## config.mk

```make
export PLATFORM = sky130hd
export DESIGN_NAME = rf_wr_arbiter
export DESIGN_NICKNAME = d
export VERILOG_FILES = /design/src/rtl/rf_wr_arbiter_pkg.sv /design/src/rtl/rf_wr_arbiter_fsm.sv /design/src/rtl/rf_wr_arbiter.sv
export SDC_FILE = /design/constraint.sdc
export NUM_CORES = 1
export LEC_CHECK = 0
export ABC_AREA = 1
export CAP_MARGIN = 40
export CORE_ASPECT_RATIO = 2
export CORE_MARGIN = 2
export CORE_UTILIZATION = 30
export CTS_CLUSTER_SIZE = 12
export DETAILED_ROUTE_END_ITERATION = 16
export DONT_BUFFER_PORTS = 1
export MAX_ROUTING_LAYER = met4
export PLACE_DENSITY = 0.56
export SLEW_MARGIN = 0
export SYNTH_ARGS = -nofsm -noshare
export SYNTH_HDL_FRONTEND = slang
export SYNTH_SLANG_ARGS = --single-unit
```

## constraint.sdc

```tcl
create_clock -name i_clk -period 1.2 [get_ports i_clk]
set_input_delay 0.24 -clock i_clk [delete_from_list [all_inputs] [get_ports i_clk]]
set_output_delay 0.24 -clock i_clk [all_outputs]
set_load 0.005 [all_outputs]
```

## src/rtl/rf_wr_arbiter_pkg.sv

```systemverilog
// Shared definitions for the register-file write-port arbiter:
// FSM state encoding, default widths and the hard-wired zero register.
package rf_wr_arbiter_pkg;

    localparam int NBITS_DEF = 32;
    localparam int RBITS_DEF = 5;
    localparam int REG_ZERO  = 0;

    typedef enum logic [1:0] {
        ST_RUN     = 2'b00,
        ST_DRAIN   = 2'b01,
        ST_GRANT   = 2'b10,
        ST_RELEASE = 2'b11
    } arb_state_e;

endpackage

```

## src/rtl/rf_wr_arbiter_fsm.sv

```systemverilog
// Session controller for the register-file write-port arbiter.
// Holds the ownership state, the drain watchdog counter and the sticky
// drain-timeout flag; stall and grant are decoded from the state register.
module rf_arb_fsm
    import rf_wr_arbiter_pkg::*;
#(
    parameter int DRAIN_MAX = 16
) (
    input  logic       i_clk,
    input  logic       i_reset,
    input  logic       i_dbg_req,
    input  logic       i_pipe_empty,
    input  logic       i_wb_regwrite,
    output arb_state_e o_state,
    output logic       o_cpu_stall,
    output logic       o_dbg_gnt,
    output logic       o_drain_err
);

    // Counter only has to reach DRAIN_MAX-1.
    localparam int            CW       = (DRAIN_MAX > 1) ? $clog2(DRAIN_MAX) : 1;
    localparam logic [CW-1:0] CNT_LAST = CW'(DRAIN_MAX - 1);

    arb_state_e    state_r;
    arb_state_e    state_nxt_s;
    logic [CW-1:0] cnt_r;
    logic [CW-1:0] cnt_nxt_s;
    logic          err_r;
    logic          err_nxt_s;

    // Next-state logic: session sequencing, drain watchdog and timeout flag.
    always_comb begin
        state_nxt_s = state_r;
        cnt_nxt_s   = {CW{1'b0}};
        err_nxt_s   = err_r;
        case (state_r)
            ST_RUN: begin
                if (i_dbg_req) begin
                    state_nxt_s = ST_DRAIN;
                end else begin
                    state_nxt_s = ST_RUN;
                end
            end
            ST_DRAIN: begin
                if (!i_dbg_req) begin
                    // Debug gave up before being granted: hand back the pipe.
                    state_nxt_s = ST_RELEASE;
                end else if (i_pipe_empty && !i_wb_regwrite) begin
                    state_nxt_s = ST_GRANT;
                end else if (cnt_r == CNT_LAST) begin
                    // Pipe never drained: grant anyway and remember it.
                    state_nxt_s = ST_GRANT;
                    err_nxt_s   = 1'b1;
                end else begin
                    state_nxt_s = ST_DRAIN;
                    cnt_nxt_s   = cnt_r + CW'(1);
                end
            end
            ST_GRANT: begin
                if (!i_dbg_req) begin
                    state_nxt_s = ST_RELEASE;
                end else begin
                    state_nxt_s = ST_GRANT;
                end
            end
            ST_RELEASE: begin
                state_nxt_s = ST_RUN;
            end
            default: begin
                state_nxt_s = ST_RUN;
            end
        endcase
    end

    // State, drain counter and sticky error registers with synchronous reset.
    always_ff @(posedge i_clk) begin
        if (i_reset) begin
            state_r <= ST_RUN;
            cnt_r   <= {CW{1'b0}};
            err_r   <= 1'b0;
        end else begin
            state_r <= state_nxt_s;
            cnt_r   <= cnt_nxt_s;
            err_r   <= err_nxt_s;
        end
    end

    // Stall/grant decode: the CPU is frozen in every state except RUN.
    always_comb begin
        o_cpu_stall = 1'b0;
        o_dbg_gnt   = 1'b0;
        case (state_r)
            ST_RUN: begin
                o_cpu_stall = 1'b0;
                o_dbg_gnt   = 1'b0;
            end
            ST_DRAIN: begin
                o_cpu_stall = 1'b1;
                o_dbg_gnt   = 1'b0;
            end
            ST_GRANT: begin
                o_cpu_stall = 1'b1;
                o_dbg_gnt   = 1'b1;
            end
            ST_RELEASE: begin
                o_cpu_stall = 1'b1;
                o_dbg_gnt   = 1'b0;
            end
            default: begin
                o_cpu_stall = 1'b0;
                o_dbg_gnt   = 1'b0;
            end
        endcase
    end

    assign o_state     = state_r;
    assign o_drain_err = err_r;

endmodule

```

## src/rtl/rf_wr_arbiter.sv

```systemverilog
// Register-file write-port arbiter.
// Normally forwards the writeback-stage write straight to the register file;
// on a debug request it stalls the CPU, drains the pipe, lends the port to
// the debug unit and then hands it back.
// Optional build macro RF_ARB_CNT_EN adds per-source performed-write counters
// (o_wb_wr_cnt, o_dbg_wr_cnt); register 0 writes are never performed.
module rf_wr_arbiter
    import rf_wr_arbiter_pkg::*;
#(
    parameter int NBITS     = NBITS_DEF,
    parameter int RBITS     = RBITS_DEF,
    parameter int DRAIN_MAX = 16,
    parameter int CBITS     = 16
) (
    input  logic             i_clk,
    input  logic             i_reset,
    input  logic             i_wb_regwrite,
    input  logic [RBITS-1:0] i_wb_addr,
    input  logic [NBITS-1:0] i_wb_data,
    input  logic             i_pipe_empty,
    input  logic             i_dbg_req,
    input  logic             i_dbg_we,
    input  logic [RBITS-1:0] i_dbg_addr,
    input  logic [NBITS-1:0] i_dbg_data,
    output logic             o_rf_we,
    output logic [RBITS-1:0] o_rf_addr,
    output logic [NBITS-1:0] o_rf_data,
    output logic             o_cpu_stall,
    output logic             o_dbg_gnt,
    output logic             o_dbg_ack,
`ifdef RF_ARB_CNT_EN
    output logic [CBITS-1:0] o_wb_wr_cnt,
    output logic [CBITS-1:0] o_dbg_wr_cnt,
`endif
    output logic             o_drain_err
);

    localparam logic [RBITS-1:0] ZERO_ADDR = RBITS'(REG_ZERO);

    arb_state_e state_s;
    logic       wb_wr_s;
    logic       dbg_wr_s;
    logic       ack_r;

    rf_arb_fsm #(
        .DRAIN_MAX (DRAIN_MAX)
    ) u_fsm (
        .i_clk         (i_clk),
        .i_reset       (i_reset),
        .i_dbg_req     (i_dbg_req),
        .i_pipe_empty  (i_pipe_empty),
        .i_wb_regwrite (i_wb_regwrite),
        .o_state       (state_s),
        .o_cpu_stall   (o_cpu_stall),
        .o_dbg_gnt     (o_dbg_gnt),
        .o_drain_err   (o_drain_err)
    );

    // Qualify each source's write: owner state, live strobe, and never r0.
    always_comb begin
        wb_wr_s  = 1'b0;
        dbg_wr_s = 1'b0;
        if ((state_s == ST_RUN) || (state_s == ST_DRAIN)) begin
            wb_wr_s = i_wb_regwrite && (i_wb_addr != ZERO_ADDR);
        end else begin
            wb_wr_s = 1'b0;
        end
        if (state_s == ST_GRANT) begin
            // A strobe in the cycle the request drops is discarded.
            dbg_wr_s = i_dbg_req && i_dbg_we && (i_dbg_addr != ZERO_ADDR);
        end else begin
            dbg_wr_s = 1'b0;
        end
    end

    // Write-port mux: WB path by default, debug path while granted.
    always_comb begin
        o_rf_we   = 1'b0;
        o_rf_addr = i_wb_addr;
        o_rf_data = i_wb_data;
        case (state_s)
            ST_RUN, ST_DRAIN: begin
                o_rf_we = wb_wr_s;
            end
            ST_GRANT: begin
                o_rf_we   = dbg_wr_s;
                o_rf_addr = i_dbg_addr;
                o_rf_data = i_dbg_data;
            end
            ST_RELEASE: begin
                o_rf_we = 1'b0;
            end
            default: begin
                o_rf_we = 1'b0;
            end
        endcase
    end

    // Debug acknowledge: one pulse the cycle after each performed debug write.
    always_ff @(posedge i_clk) begin
        if (i_reset) begin
            ack_r <= 1'b0;
        end else begin
            ack_r <= dbg_wr_s;
        end
    end

    assign o_dbg_ack = ack_r;

`ifdef RF_ARB_CNT_EN
    logic [CBITS-1:0] wb_cnt_r;
    logic [CBITS-1:0] dbg_cnt_r;

    // Performed-write counters per source, wrapping naturally.
    always_ff @(posedge i_clk) begin
        if (i_reset) begin
            wb_cnt_r  <= {CBITS{1'b0}};
            dbg_cnt_r <= {CBITS{1'b0}};
        end else begin
            if (wb_wr_s) begin
                wb_cnt_r <= wb_cnt_r + CBITS'(1);
            end
            if (dbg_wr_s) begin
                dbg_cnt_r <= dbg_cnt_r + CBITS'(1);
            end
        end
    end

    assign o_wb_wr_cnt  = wb_cnt_r;
    assign o_dbg_wr_cnt = dbg_cnt_r;
`endif

endmodule

```

==> flow_metrics.py <==
metrics = {
    "sta": {
        "fin_crit_ns": 1.31,
        "relSlewSlack_pct": 87.2,
        "maxSlewViolCount": 0,
        "tightest_slew_ns": 0.191,
        "holdWs_ns": 0.0768,
        "finalClockSkew_ns": 0.00150,
        "period_share_pct": 109,
        "fmax_ghz": 0.764,
        "hold_violations": 0,
        "setup_viol": 37,
        "finalWorstSetupSlack_ns": -0.109,
        "rsz0062_at_grt": "true",
    },
    "clock_network": {
        "clk_pin_slew_ns": 0.04,
        "worstSkewPairLatency_ns": 0.23,
        "clk_path_buf_depth": 2,
        "clock-sinks": 8,
        "root_buffer": "clkbuf_8",
        "htree_levels": 1,
        "cts_inserted_buffers": 3,
        "postCtsHoldBufs": 0,
        "cts_tree": "done",
    },
    "placed_design": {
        "io_buffers": 0,
        "dp_hpwl_microns": 2060,
        "placed_cell_area_sq_um": 886,
        "preCtsSetupSlack_ns": -0.0190,
        "gp_congestion": 0.695,
    },
    "power_and_ir_drop": {
        "seq_power_share_pct": 28.8,
        "ir_drop_mv": 0.666,
        "p_total_uw": 1020,
        "powerDensity_nw_per_um2": 930,
        "clkPwrFrac_pct": 31.3,
        "power.share.combinational_pct": 39.9,
        "power_leakage_uw": 0.000596,
        "p_switching_uw": 361,
        "netSwitchingFraction_pct": 35.4,
        "p_int_uw": 660,
    },
    "setup_path": {
        "crit_path_start_kind": "flop",
        "crit_fanout": 9,
        "cp.required_ns": 0.96,
        "worstPathArrival_ns": 1.07,
        "critical_path.most_common_cell": "nand2_1",
        "cp-end-kind": "primary output",
        "critPathKind": "reg -> out",
        "cp_cell_sequence": "inv_4 -> nand2_8 -> clkbuf_16 -> nand2_1 -> nand2_1",
        "slowest_stage": "dfxtp_2",
        "cp_slowest_stage_delay_ns": 0.33,
    },
    "routing": {
        "ant_nets": 0,
        "finalWirelength_microns": 2730,
        "drc": 0,
        "drtIter0Drc": 12,
        "vias_per_cell": 5.10,
        "detail_route.first_pass.iterations": 4,
        "vias": 1046,
        "routedWlPerCell_microns": 13.3,
    },
    "finish": {
        "fillerInstances": 314,
        "drive_above_1_share_pct": 21.0,
        "diodes": 0,
        "finish.net_count": 259,
        "area_growth_pct": 25.2,
        "design_area_sq_um": 1100,
    },
    "synthesis": {
        "syn_avg_cell_area_sq_um": 5.13,
        "synth_edf_count": 0,
        "synth_compound_area_share_pct": 2.85,
        "ys_types": 21,
        "synthTopCellsByCount": "nand2_1 (118), nor2_1 (9), dfxtp_1 (8), inv_1 (7), buf_6 (4)",
        "ys_seq_elements": 8,
        "netlist_area_sq_um": 877,
        "synth-xor-area-share_pct": 2.00,
        "synthAdderAreaFrac_pct": 1.43,
        "synth_top_area_cell": "nand2_1",
        "synth_ff_type": "dfxtp_1",
        "synth_cells": 171,
        "ys_top_cells_by_area": "nand2_1 (50%), dfxtp_1 (18%), buf_6 (5.1%)",
        "async_flop_share_pct": 0,
        "yosys_warnings": 0,
        "synth_simple_gate_area_share_pct": 63.6,
        "synth_fp_nets": 252,
        "yosysSeqAreaShare_pct": 18.3,
        "muxShareOfSynthArea_pct": 0,
        "synth_top_family_by_area": "simple AND/OR/NAND/NOR gates",
        "synth_top_area_share_pct": 50.5,
        "synth.most_common_cell": "nand2_1",
    },
    "floorplanning": {
        "die_x_microns": 42.2,
        "initial_core_util_pct": 31.7,
        "fp-row-count": 27,
        "pin_count": 122,
        "coreArea_sq_um": 2770,
        "die_h_microns": 80.5,
        "die_area_sq_um": 3400,
    },
    "flow_run": {
        "max_cap_viol_count": 0,
    },
    "run_status": {
        "violations": "negative setup slack",
        "status": "complete, but fails checks",
    },
    "worst_hold_path": {
        "worstHoldPathType": "in -> reg",
    },
    "global_routing": {
        "grt_max_degree": 20,
        "grt_pass1_vias": 899,
        "grt_overflow": 0,
        "antenna_found_initial": 0,
        "grt_util_all_layers_pct": 14.4,
        "grt_pass1_wl_microns": 3550,
    },
}
-- layout make-up --
cell class              count  area (sq um)  share of cell area [%]
repair inverters            1          8.76                   0.797
clock buffers               3          41.3                    3.76
repair buffers              7           115                    10.5
inverters                   9          52.6                    4.78
well taps                  29          36.3                    3.30
multi-input cells         148           679                    61.8
flip-flops and latches      8           165                    15.0
-- final timing paths --
path | from | end | slack [ns] | cells past startpoint
setup / recovery | u_fsm.o_state[0] | o_rf_data[0] | -0.11 | 5
hold / removal | i_reset | o_dbg_ack | 0.08 | 1
setup reg to reg | u_fsm.cnt_r[0] | u_fsm.o_state[0] | 0.13 | 6
hold reg to reg | u_fsm.cnt_r[0] | u_fsm.cnt_r[0] | 0.44 | 1
-- metrics by stage --
stage,util [%],TNS [ns],instances
2_1_floorplan,-,0,171
3_3_place_gp,32.0,0,195
3_5_place_dp,32.0,-0.198,195
4_1_cts,37.5,-3.29,204
5_1_grt,39.7,-4.60,205
6_report,39.7,-2.79,205
-- worst max-delay path, delay by kind of cell (launching register included) --
| family | cells | cell delay [ns] |
|---|---|---|
| flip-flops | 1 | 0.33 |
| buffers and inverters | 2 | 0.27 |
| AND/OR/NAND/NOR | 3 | 0.24 |
-- timing repair --
| action | CTS | global route |
|---|---|---|
| setup endpoints to repair | 39 | 38 |
| cloned | 3 | 1 |
| pin swaps | 2 | 2 |
| gates resized for setup | 15 | 14 |
| buffers inserted | 3 | 0 |
-- per-layer routing --
| metal | up-vias | GRT usage (%) | share of wire (%) |
|---|---|---|---|
| li1 | 530 | - | - |
| met1 | 441 | 10.0 | 28 |
| met2 | 68 | 29.4 | 60 |
| met3 | 7 | 1.57 | 9.0 |
| met4 | 0 | 11.9 | 3.2 |
| met5 | - | - | 0 |
-- layout by cell type, fill, tap and decap left out --
master     count
buf_4          3
xnor2_1        1
nand2_2       13
o21ai_2        3
xor2_1         1
inv_4          1
nand2_1      105
dfxtp_1        6
buf_16         1
nand2_4        1
nand3_2        1
inv_1          7
nor2_2         3
buf_12         2
o21ai_0        1
inv_16         1
ha_1           1
a21oi_1        1
nand2_8        1
nand3_1        3
dfxtp_2        1
dfxtp_4        1
and2_1         1
nor2_1         8
inv_6          1
clkbuf_16      1
clkbuf_8       3
nand3b_1       1
nand4_1        3
-- cell families (layout without fill, tap and decap cells) --
group / count (synthesis) / in the layout
compound gates: 5 / 5
xor+xnor: 2 / 2
fa+ha+maj: 1 / 1
buf+inv: 16 / 20
flops: 8 / 8
simple gates: 139 / 140
-- power by group through the flow --
stage               registers, uW  logic, uW  clock network [uW]
global placement              290        308                   0
CTS                           293        381                 338
detailed placement            292        306                   0
finish                        294        408                 320
global route                  295        448                 346
floorplan                     290        270                   0
No activity file was read; power rests on OpenSTA's default activity.
